`src/rtl/exec_sequencer.sv`:
```
// Multi-cycle fetch/decode/execute/memory/writeback sequencer for the 9-bit core.
// Optional retired-instruction counter enabled by `define EXEC_SEQ_PERF_CNT_EN.
module exec_sequencer #(
  parameter int              PC_W     = 8,
  parameter logic [PC_W-1:0] RESET_PC = '0
) (
  input  logic            clk,
  input  logic            reset,
  input  logic            start,
  output logic            imem_req,
  input  logic            imem_valid,
  input  logic [8:0]      imem_instr,
  output logic [8:0]      ir,
  output logic [PC_W-1:0] pc,
  output logic            alu_op,
  output logic            branch,
  input  logic            alu_zero,
  output logic            dmem_req,
  output logic            dmem_we,
  input  logic            dmem_ack,
  output logic            reg_write,
  output logic            busy,
  output logic            done,
  output logic [15:0]     retired_cnt
);

  typedef enum logic [2:0] {
    S_IDLE, S_FETCH, S_DECODE, S_EXEC, S_MEM, S_WB, S_HALT
  } state_t;

  state_t          state_q, state_d;
  logic [PC_W-1:0] pc_q, pc_d;
  logic [8:0]      ir_q, ir_d;
  logic            retire;

  logic            cls_mem, cls_br, is_halt, is_store;
  logic [PC_W-1:0] br_off;

  assign cls_mem  = (ir_q[8:7] == 2'b01);
  assign cls_br   = (ir_q[8:7] == 2'b10);
  assign is_halt  = (ir_q == 9'h1FF);
  assign is_store = ir_q[6];
  assign br_off   = PC_W'($signed(ir_q[5:0]));

  always_comb begin
    state_d = state_q;
    pc_d    = pc_q;
    ir_d    = ir_q;
    retire  = 1'b0;
    case (state_q)
      S_IDLE:   if (start) state_d = S_FETCH;
      S_FETCH:  if (imem_valid) begin
                  ir_d    = imem_instr;
                  state_d = S_DECODE;
                end
      S_DECODE: if (is_halt) begin
                  state_d = S_HALT;
                  retire  = 1'b1;
                end else begin
                  state_d = S_EXEC;
                end
      S_EXEC:   if (cls_br) begin
                  // branch-not-equal: taken when the compare is non-zero
                  pc_d    = alu_zero ? pc_q + PC_W'(1) : pc_q + br_off;
                  state_d = S_FETCH;
                  retire  = 1'b1;
                end else if (cls_mem) begin
                  state_d = S_MEM;
                end else begin
                  state_d = S_WB;
                end
      S_MEM:    if (dmem_ack) begin
                  if (is_store) begin
                    pc_d    = pc_q + PC_W'(1);
                    state_d = S_FETCH;
                    retire  = 1'b1;
                  end else begin
                    state_d = S_WB;
                  end
                end
      S_WB:     begin
                  pc_d    = pc_q + PC_W'(1);
                  state_d = S_FETCH;
                  retire  = 1'b1;
                end
      S_HALT:   if (start) begin
                  pc_d    = RESET_PC;
                  state_d = S_FETCH;
                end
      default:  state_d = S_IDLE;
    endcase
  end

  always_ff @(posedge clk) begin
    if (reset) begin
      state_q <= S_IDLE;
      pc_q    <= RESET_PC;
      ir_q    <= '0;
    end else begin
      state_q <= state_d;
      pc_q    <= pc_d;
      ir_q    <= ir_d;
    end
  end

  // Moore outputs: pure decodes of registered state
  assign imem_req  = (state_q == S_FETCH);
  assign alu_op    = (state_q == S_EXEC);
  assign branch    = (state_q == S_EXEC) && cls_br;
  assign dmem_req  = (state_q == S_MEM);
  assign dmem_we   = (state_q == S_MEM) && is_store;
  assign reg_write = (state_q == S_WB);
  assign done      = (state_q == S_HALT);
  assign busy      = (state_q != S_IDLE) && (state_q != S_HALT);
  assign pc        = pc_q;
  assign ir        = ir_q;

`ifdef EXEC_SEQ_PERF_CNT_EN
  logic [15:0] cnt_q, cnt_d;

  always_comb begin
    cnt_d = cnt_q;
    if (retire && cnt_q != 16'hFFFF) cnt_d = cnt_q + 16'd1;
  end

  always_ff @(posedge clk) begin
    if (reset) cnt_q <= '0;
    else       cnt_q <= cnt_d;
  end

  assign retired_cnt = cnt_q;
`else
  logic unused_retire;
  assign unused_retire = retire;
  assign retired_cnt   = '0;
`endif

endmodule

```
`config.mk`:
```
export PLATFORM = sky130hd
export DESIGN_NAME = exec_sequencer
export DESIGN_NICKNAME = d
export VERILOG_FILES = /design/src/rtl/exec_sequencer.sv
export SDC_FILE = /design/constraint.sdc
export NUM_CORES = 1
export LEC_CHECK = 0
export CORE_UTILIZATION = 49
export CTS_CLUSTER_DIAMETER = 100
export CTS_CLUSTER_SIZE = 28
export DETAILED_ROUTE_END_ITERATION = 8
export GPL_ROUTABILITY_DRIVEN = 0
export PLACE_DENSITY_LB_ADDON = 0.12
export SYNTH_ARGS = -nofsm -noshare
export SYNTH_HDL_FRONTEND = slang
export SYNTH_SLANG_ARGS = --single-unit
export TNS_END_PERCENT = 100
```
`constraint.sdc`:
```
create_clock -name clk -period 5.2 [get_ports clk]
set_input_delay 1.56 -clock clk [delete_from_list [all_inputs] [get_ports clk]]
set_output_delay 1.56 -clock clk [all_outputs]
set_load 0.01 [all_outputs]
```
==> impl_metrics.ini <==
[logic_synthesis]
ys_seq_area_share_pct = 25.20
synth_flop_cell = dfxtp_1
yosys-top-cells-area = dfxtp_1 25%, buf_4 9.0%, a21oi_1 7.6%, nand2_1 6.6%, ha_1 6.3%
synth_cell_types = 53
async_flop_share_pct = 0
synth_top_area_share_pct = 25.20
netlist_instances = 214
synth_edf_count = 0
synth-seq-cells = 20
netlist_area_sq_um = 1589
synth_area_leader_cell = dfxtp_1
syn_avg_cell_area_sq_um = 7.425
ys_warn_count = 0

[sta]
fin_crit_ps = 3547
hold_viol = 0
tightestPinTransition_ps = 810.5
hold_slack_ps = 504.7
max_freq_ghz = 0.2819
skew_ps = 7.300
fin_crit_sh_pct = 68.21
slew_violations = 0
finalSetupTns_ps = 0
slew_headroom_pct = 45.80
rsz0062_at_grt = no
finalSetupViolCount = 0

[floorplan]
dieArea_sq_um = 3475
row_count = 20
die_h_um = 58.95
start_util_pct = 52.05
die-width_um = 58.95
coreArea_sq_um = 3053
io_pins = 56

[clock_tree]
cts_sinks = 20
cts_buffers = 3
worstSkewPairLatency_ps = 320
cts_resized = 0
hold_buffers = 0
post_cts_buffers = 0
htree_levels = 1
clk_pin_slew_ps = 120
cts_tree = yes
root_buffer = clkbuf_4
clk_path_buf_depth = 2

[layout]
fin_util_pct = 65.12
diodes = 0
drive_gt1_share_pct = 4.400
fin_nets = 275
area_growth_pct = 25.12

[placement]
io_buffers = 39
dp_hpwl_um = 2732

[routing]
drc_errors = 0
wl_per_cell_um = 12.65
drt-pass1-iter-count = 4
vias_per_cell = 5.401
ant_nets = 0
wl_um = 3718
vias = 1588
drtIter0Drc = 52

[global_route]
grt_pass1_vias = 1393
antenna_found_initial = 0
overflow = 0
grt_use_total_pct = 23.26
grt_first_pass_wirelength_um = 6258
grt_max_degree = 21

[critical_path]
r2r_slack_ps = 3020
endpoint_kind = output port
cp-startpoint = state_q[1]$_SDFFE_PP0P_
critPathRequiredTime_ps = 3640
crit_arrival_ps = 1990
crit_type = reg -> out
endpoint = busy
r2r_cells = 8
startpoint_type = register
rr_endpoint = pc[6]$_SDFFE_PP0P_
r2r_start = pc[0]$_SDFFE_PP0P_
critPathMaxFanout = 13

[run_status]
status = finished clean

[power]
p_total_uw = 430.0
p_per_area_nw_per_um2 = 216.3
ir_worst_vdd_uv = 138.7
p_leak_uw = 0.0007376

[worst_hold_path]
hold_class = reg -> reg

[run]
drv_cap = 0
how the worst min path moves through the flow:
stage	start	to	slack, ps	cells after the start
6_report	ir[3]$_SDFFE_PP0P_	ir[3]$_SDFFE_PP0P_	500	2
5_1_grt	ir[2]$_SDFFE_PP0P_	ir[2]$_SDFFE_PP0P_	540	2
4_1_cts	ir[3]$_SDFFE_PP0P_	ir[3]$_SDFFE_PP0P_	510	2
3_5_place_dp	ir[3]$_SDFFE_PP0P_	ir[3]$_SDFFE_PP0P_	490	2
3_3_place_gp	ir[3]$_SDFFE_PP0P_	ir[3]$_SDFFE_PP0P_	490	2
2_1_floorplan	ir[3]$_SDFFE_PP0P_	ir[3]$_SDFFE_PP0P_	510	2
state kept, by name (all words and copies together), names as in the netlist:
name	flops
ir	9
pc	8
state_q	3
metal layers:
metal / part of all wire (%) / vias up / GRT usage (%) / wire length, um
met5: 0 / - / 0 / 0
met4: 0.70 / 0 / 4.762 / 26
met3: 4.2 / 4 / 4.396 / 156
met2: 46 / 49 / 37.50 / 1698
met1: 49 / 721 / 32.34 / 1837
li1: - / 814 / - / -
synthesized netlist by cell type (7+ instances only):
master	n
inv_1	8
dfxtp_1	20
ha_1	8
a21oi_1	24
nor2_1	13
buf_4	19
o21ai_0	7
nand2_1	28
kinds of logic (layout without fill, tap and decap cells):
group,after synthesis,in the layout,synth area share [%]
and+or+nand+nor,82,82,25.83
AOI/OAI and AO/OA,68,68,27.25
buffers and inverters,30,51,11.65
DFF,20,20,25.20
adders and majority gates,9,9,7.559
xor gates and xnor gates,3,3,1.654
other,1,16,0.2360
muxes,1,1,0.6299
per-stage QoR:
step                      std cells  setup slack, ps  area, sq um
after floorplan                 229             2569         1645
after global placement          290             2016         1936
after detailed placement        290             1999         1936
after CTS                       294             1645         1988
after global routing            294             1543         1988
final                           294             1653         1988
placed cells by master (no fill, tap or decap), types with 3 or more instances in the layout:
cell type and instances:
o21ai_1 5, dfxtp_1 20, clkdlybuf4s50_1 39, a211oi_1 5
or3_1 5, o21a_1 3, a21oi_1 24, nand2_1 28
conb_1 16, nor3_1 5, a31oi_1 5, nor2b_1 5
o21ai_0 7, and2_1 4, ha_1 8, clkbuf_4 3
inv_1 8, nor2_1 13, nand3_1 5
critical path, stage by stage (launching register included):
cell	delay [ps]
dfxtp_1	570
and2b_1	280
or3_1	350
clkdlybuf4s50_1	480
power breakdown:
| group | total [uW] | internal [uW] | switching (uW) |
|---|---|---|---|
| logic | 115 | 55.7 | 59.4 |
| registers | 182 | 163 | 19.5 |
| clock network | 132 | 78.0 | 54.5 |
| total | 430 | 297 | 133 |
layout make-up:
| type | count | area [sq um] |
|---|---|---|
| Clock buffer | 3 | 22.52 |
| Clock inverter | 1 | 30.03 |
| Fill cell | 300 | 1065 |
| Inverter | 8 | 30.03 |
| Multi-Input combinational cell | 179 | 1060 |
| Sequential cell | 20 | 400.4 |
| Tap cell | 44 | 55.05 |
| Timing Repair Buffer | 39 | 390.4 |
Note: power is estimated with default switching activity, not from simulation.
